==> src/rtl/instr_trace_adapter.sv <==
// Instruction trace adapter: captures retired {PC, instr} pairs into a stop-on-full FIFO behind an Avalon-MM slave.
// Optional 32-bit retired-instruction counter is built only when INSTR_TRACE_COUNTER_EN is defined.
module instr_trace_adapter #(
  parameter int INSTR_WIDTH = 16,
  parameter int PC_WIDTH    = 10,
  parameter int DEPTH       = 16
) (
  input  logic                   clk,
  input  logic                   reset,
  input  logic [2:0]             avl_address,
  input  logic                   avl_read,
  input  logic                   avl_write,
  input  logic [15:0]            avl_writedata,
  output logic [15:0]            avl_readdata,
  input  logic [INSTR_WIDTH-1:0] current_instr,
  input  logic [PC_WIDTH-1:0]    current_pc,
  input  logic                   instr_valid
);
  localparam int PTR_W = $clog2(DEPTH);
  localparam int CNT_W = PTR_W + 1;
  localparam logic [CNT_W-1:0] FULL_CNT = CNT_W'(DEPTH);

  logic [INSTR_WIDTH-1:0] instr_mem [DEPTH];
  logic [PC_WIDTH-1:0]    pc_mem    [DEPTH];
  logic [PTR_W-1:0]       head;
  logic [PTR_W-1:0]       tail;
  logic [CNT_W-1:0]       count;
  logic                   overflow;
  logic                   armed;

  logic        full;
  logic        empty;
  logic        ctrl_wr;
  logic        clear;
  logic        pop;
  logic        capture;
  logic        push;
  logic        ovf_set;
  logic [15:0] rd_data;
  logic        unused_wdata;

  function automatic logic [15:0] zext_instr(input logic [INSTR_WIDTH-1:0] v);
    return 16'(v);
  endfunction

  function automatic logic [15:0] zext_pc(input logic [PC_WIDTH-1:0] v);
    return 16'(v);
  endfunction

  assign full    = (count == FULL_CNT);
  assign empty   = (count == '0);
  assign ctrl_wr = avl_write && (avl_address == 3'd3);
  assign clear   = ctrl_wr && avl_writedata[1];
  assign pop     = avl_read && (avl_address == 3'd5) && !empty;
  assign capture = armed && instr_valid;
  // A pop in the same cycle frees the slot, so a capture on a full buffer still lands.
  assign push    = capture && (!full || pop) && !clear;
  assign ovf_set = capture && full && !pop;

  assign unused_wdata = ^avl_writedata[15:2];

`ifdef INSTR_TRACE_COUNTER_EN
  logic [31:0] retired_cnt;
  logic [31:0] cnt_snap;

  always_ff @(posedge clk) begin
    if (reset) begin
      retired_cnt <= '0;
      cnt_snap    <= '0;
    end else begin
      if (instr_valid) retired_cnt <= retired_cnt + 32'd1;
      if (avl_read && (avl_address == 3'd6)) cnt_snap <= {16'd0, retired_cnt[31:16]};
    end
  end
`endif

  always_comb begin
    rd_data = 16'd0;
    case (avl_address)
      3'd0: rd_data = zext_instr(current_instr);
      3'd1: rd_data = zext_pc(current_pc);
      3'd2: rd_data = {overflow, full, empty, armed, 4'b0000, 8'(count)};
      3'd3: rd_data = {15'd0, armed};
      3'd4: rd_data = empty ? 16'd0 : zext_instr(instr_mem[head]);
      3'd5: rd_data = empty ? 16'd0 : zext_pc(pc_mem[head]);
`ifdef INSTR_TRACE_COUNTER_EN
      3'd6: rd_data = retired_cnt[15:0];
      3'd7: rd_data = cnt_snap[15:0];
`endif
      default: rd_data = 16'd0;
    endcase
  end

  // Storage is never reset; entries are invisible while the buffer is empty.
  always_ff @(posedge clk) begin
    if (push) begin
      instr_mem[tail] <= current_instr;
      pc_mem[tail]    <= current_pc;
    end
  end

  always_ff @(posedge clk) begin
    if (reset) begin
      head         <= '0;
      tail         <= '0;
      count        <= '0;
      overflow     <= 1'b0;
      armed        <= 1'b0;
      avl_readdata <= 16'd0;
    end else begin
      if (avl_read) avl_readdata <= rd_data;
      if (ctrl_wr) armed <= avl_writedata[0];
      if (clear) begin
        head     <= '0;
        tail     <= '0;
        count    <= '0;
        overflow <= 1'b0;
      end else begin
        if (push) tail <= tail + PTR_W'(1);
        if (pop)  head <= head + PTR_W'(1);
        case ({push, pop})
          2'b10:   count <= count + CNT_W'(1);
          2'b01:   count <= count - CNT_W'(1);
          default: count <= count;
        endcase
        if (ovf_set) overflow <= 1'b1;
      end
    end
  end
endmodule

==> config.mk <==
export PLATFORM = sky130hd
export DESIGN_NAME = instr_trace_adapter
export DESIGN_NICKNAME = d
export VERILOG_FILES = /design/src/rtl/instr_trace_adapter.sv
export SDC_FILE = /design/constraint.sdc
export NUM_CORES = 1
export LEC_CHECK = 0
export CORE_ASPECT_RATIO = 0.8
export CORE_MARGIN = 2
export CORE_UTILIZATION = 60
export DETAILED_ROUTE_END_ITERATION = 7
export PLACE_DENSITY = 0.79
export SKIP_LAST_GASP = 1
export SLEW_MARGIN = 25
export SYNTH_ARGS = -nofsm -noshare
export SYNTH_HDL_FRONTEND = slang
export SYNTH_SLANG_ARGS = --single-unit
==> constraint.sdc <==
create_clock -name clk -period 4.6 [get_ports clk]
set_input_delay 0.92 -clock clk [delete_from_list [all_inputs] [get_ports clk]]
set_output_delay 0.92 -clock clk [all_outputs]
set_load 0.02 [all_outputs]
==> results.toml <==
[outcome]
status = "complete, no violations"

[logic_synthesis]
synth-edff-count = 416
postSynth.asyncResetShare = 0
synth.avg_cell_area_um2 = 19.39
syn_inst = 917
synth.distinct_cells = 50
syn_nets = 976
synth-seq-cells = 451
synth_warnings = 0
ys.flop_type = "edfxtp_1"
syn_area_mm2 = 0.01778
seq_area_frac_synth = 0.7420

[floorplanning]
die_area_mm2 = 0.03104
die_y_um = 158.0
initial_utilization = 0.6086
die_w_um = 196.5
coreArea_mm2 = 0.02922
num_rows = 56
io_pins = 66

[cts]
cts_setup_buffers = 0
clock-root-buffer = "clkbuf_16"
clk_latency_ns = 0.55
cts_buffers = 43
cts.sinks = 451
path_clk_slew_ns = 0.06
cts-resized-gates = 0
cts_max_level = 2
clockBufferDepth = 3
cts_tree = "built"
cts_hold_buf = 0

[timing]
worst_pin_slew_ns = 1.140
clock.fmax_mhz = 281.1
final.setup.tns_ns = 0
finalClockSkew_ns = 0.01287
timing.final.max_slew_violations = 0
hold_viol_final = 0
fin_crit_ns = 3.557
fin_crit_sh = 0.7733
setup_viol = 0
slew_headroom = 0.2374
rsz0062_at_grt = "no"

[grt]
grt.total_usage = 0.2715
overflow = 0
antenna_found_initial = 4
use_met1 = 0.3793
busiest_layer = "met2"
grt_pass1_wl_um = 59980
gr-usage-met2 = 0.4314
grt_pass1_vias = 9455
grt_max_degree = 64
use_met3 = 0.06029

[critical_path]
cp.arrival_ns = 4.03
critPathRequiredTime_ns = 5.07
critPathKind = "in2reg"
worstReg2RegStart = "count[1]"
worst_setup_path_start_kind = "input pin"
worstSetupStartpoint = "avl_read"
end_kind = "flip-flop"
path_max_fanout = 8

[pwr]
clkPwrFrac = 0.432
p_comb_frac = 0.020
powerDensity_mw_per_mm2 = 399.8
p_int_mw = 6.591
pwr-share-seq = 0.549
leakage_nw = 6.316
power.switching_mw = 1.581
switching_share = 0.1935
ir_worst_vdd_mv = 0.4254

[routing]
vias = 9361
firstDrtPassIters = 6
drc = 0
routed_wl_um = 40600
post_drt_wl_per_cell_um = 28.73
initialDrtViolationCount = 1020
post_drt_via_cell_ratio = 6.625
antenna_left = 0

[flow_run]
drv_cap = 0

[cells_and_area]
fin_nets = 1060
layout-drive-gt1-share = 0.2251
fin_cells = 1413
syn2layout_area_growth_pct = 14.98

[placement]
dp_hpwl_um = 22220
dp.cells = 1333
io_buffers = 51
finalWeightedCongestion = 0.8389

[hold_path]
min_path_type = "reg2reg"
min_from = "overflow"
sequential cells by signal (all words and copies together) (netlist names), named ones only:
register,cells
instr_mem,256
pc_mem,160
avl_readdata,16
count,5
head,4
tail,4
armed,1
overflow,1
per-stage QoR:
stage          instance area, µm²  power [mW]  utilization  setup WS, ns  hold slack, ns
6_report                    20440       8.173       0.6997         1.043          0.4852
5_1_grt                     20440       8.378       0.6997        0.7890          0.5371
4_1_cts                     20440       8.206       0.6996         1.082          0.4819
3_5_place_dp                19040       4.729       0.6516        0.5253          0.4687
3_3_place_gp                19040       4.721       0.6516        0.5501          0.4580
2_1_floorplan               17780       4.620            -        0.3054          0.4400
cells in the mapped netlist (all sizes together) (2+ instances only):
library cell | n | area (µm²)
o32ai | 3 | 26.28
mux4 | 99 | 2233
nor2b | 9 | 56.30
a221oi | 7 | 61.31
nand2 | 21 | 78.83
ha | 9 | 112.6
inv | 8 | 30.03
a31oi | 4 | 25.02
a211o | 4 | 43.80
o211ai | 5 | 37.54
nor2 | 53 | 198.9
nand2b | 10 | 62.56
mux2 | 13 | 146.4
a21boi | 2 | 15.01
buf | 32 | 178.9
o21ai | 15 | 75.07
nor3 | 13 | 70.07
nand3b | 2 | 15.01
a21oi | 30 | 150.1
dfxtp | 35 | 700.7
a211oi | 4 | 30.03
o22a | 3 | 26.28
o22ai | 11 | 68.82
nand3 | 15 | 75.07
mux2i | 45 | 450.4
clkbuf | 18 | 67.56
xnor2 | 4 | 35.03
and3 | 2 | 12.51
or3 | 7 | 43.79
xor2 | 6 | 52.55
edfxtp | 416 | 12490
metal layers:
metal  share of wire  vias to the layer above
met1            0.39                     4839
met3           0.098                       97
li1                -                     3910
met2            0.48                      509
met5          0.0010                        -
met4           0.028                        6
cell type report:
| cell class | instances | area [µm²] |
|---|---|---|
| flip-flops and latches | 451 | 13210 |
| fillers | 1745 | 8773 |
| multi-input cells | 408 | 4422 |
| clock buffers | 60 | 1202 |
| repair buffers | 89 | 908.4 |
| well taps | 377 | 471.7 |
| clock inverters | 19 | 202.7 |
| inverters | 8 | 30.03 |
| diodes | 1 | 2.502 |
power by group through the flow:
stage | clock network (mW) | logic [mW] | registers, mW
2_1_floorplan | 0 | 0.0435 | 4.58
3_3_place_gp | 0 | 0.150 | 4.57
3_5_place_dp | 0 | 0.157 | 4.57
4_1_cts | 3.56 | 0.160 | 4.48
5_1_grt | 3.72 | 0.173 | 4.48
6_report | 3.53 | 0.162 | 4.48
worst paths after layout:
check,end,slack [ns],cells after the start
max reg2reg,count[4],1.32,13
max,count[4],1.04,14
min,overflow,0.49,2
min reg2reg,overflow,0.49,2
placed cells by master, fill, tap and decap left out, drive strengths merged, types with 2 or more instances in the layout:
cell | synthesis | final
nand3b | 2 | 2
clkinvlp | 0 | 3
a211oi | 4 | 4
dfxtp | 35 | 35
a31oi | 4 | 4
nor2b | 9 | 9
ha | 9 | 9
o22a | 3 | 3
edfxtp | 416 | 416
o32ai | 3 | 3
o21ai | 15 | 15
or3 | 7 | 7
o211ai | 5 | 5
nand2 | 21 | 21
clkdlybuf4s50 | 0 | 51
buf | 32 | 38
xnor2 | 4 | 4
inv | 8 | 9
clkbuf | 18 | 60
mux2i | 45 | 45
a21boi | 2 | 2
clkinv | 0 | 11
mux4 | 99 | 99
nand3 | 15 | 15
nor2 | 53 | 53
mux2 | 13 | 13
a221oi | 7 | 7
nand2b | 10 | 10
bufinv | 0 | 4
o22ai | 11 | 11
a21oi | 30 | 30
a211o | 4 | 4
and3 | 2 | 2
xor2 | 6 | 6
nor3 | 13 | 13
critical path, stage by stage:
cell and delay (ns):
clkdlybuf4s50_1 0.63, nand4b_1 0.18, a31oi_1 0.19, buf_4 0.16, and2_1 0.19, inv_1 0.09
ha_1 0.32, xor2_1 0.18, ha_1 0.23, a211o_1 0.27, a21oi_1 0.14, a221oi_1 0.07
or3_1 0.32, a21oi_1 0.14
kinds of logic (layout without fill, tap and decap cells):
family                     after synthesis  count (layout)  synth area share
and+or+nand+nor                        138             138           0.03779
DFF                                    451             451            0.7420
xor gates and xnor gates                10              10          0.004926
muxes                                  157             157            0.1592
other                                    0               1                 0
AOI/OAI and AO/OA                       94              94           0.03427
adders and majority gates                9               9          0.006333
buffers and inverters                   58             176           0.01555
(Power assumes the default switching activity.)
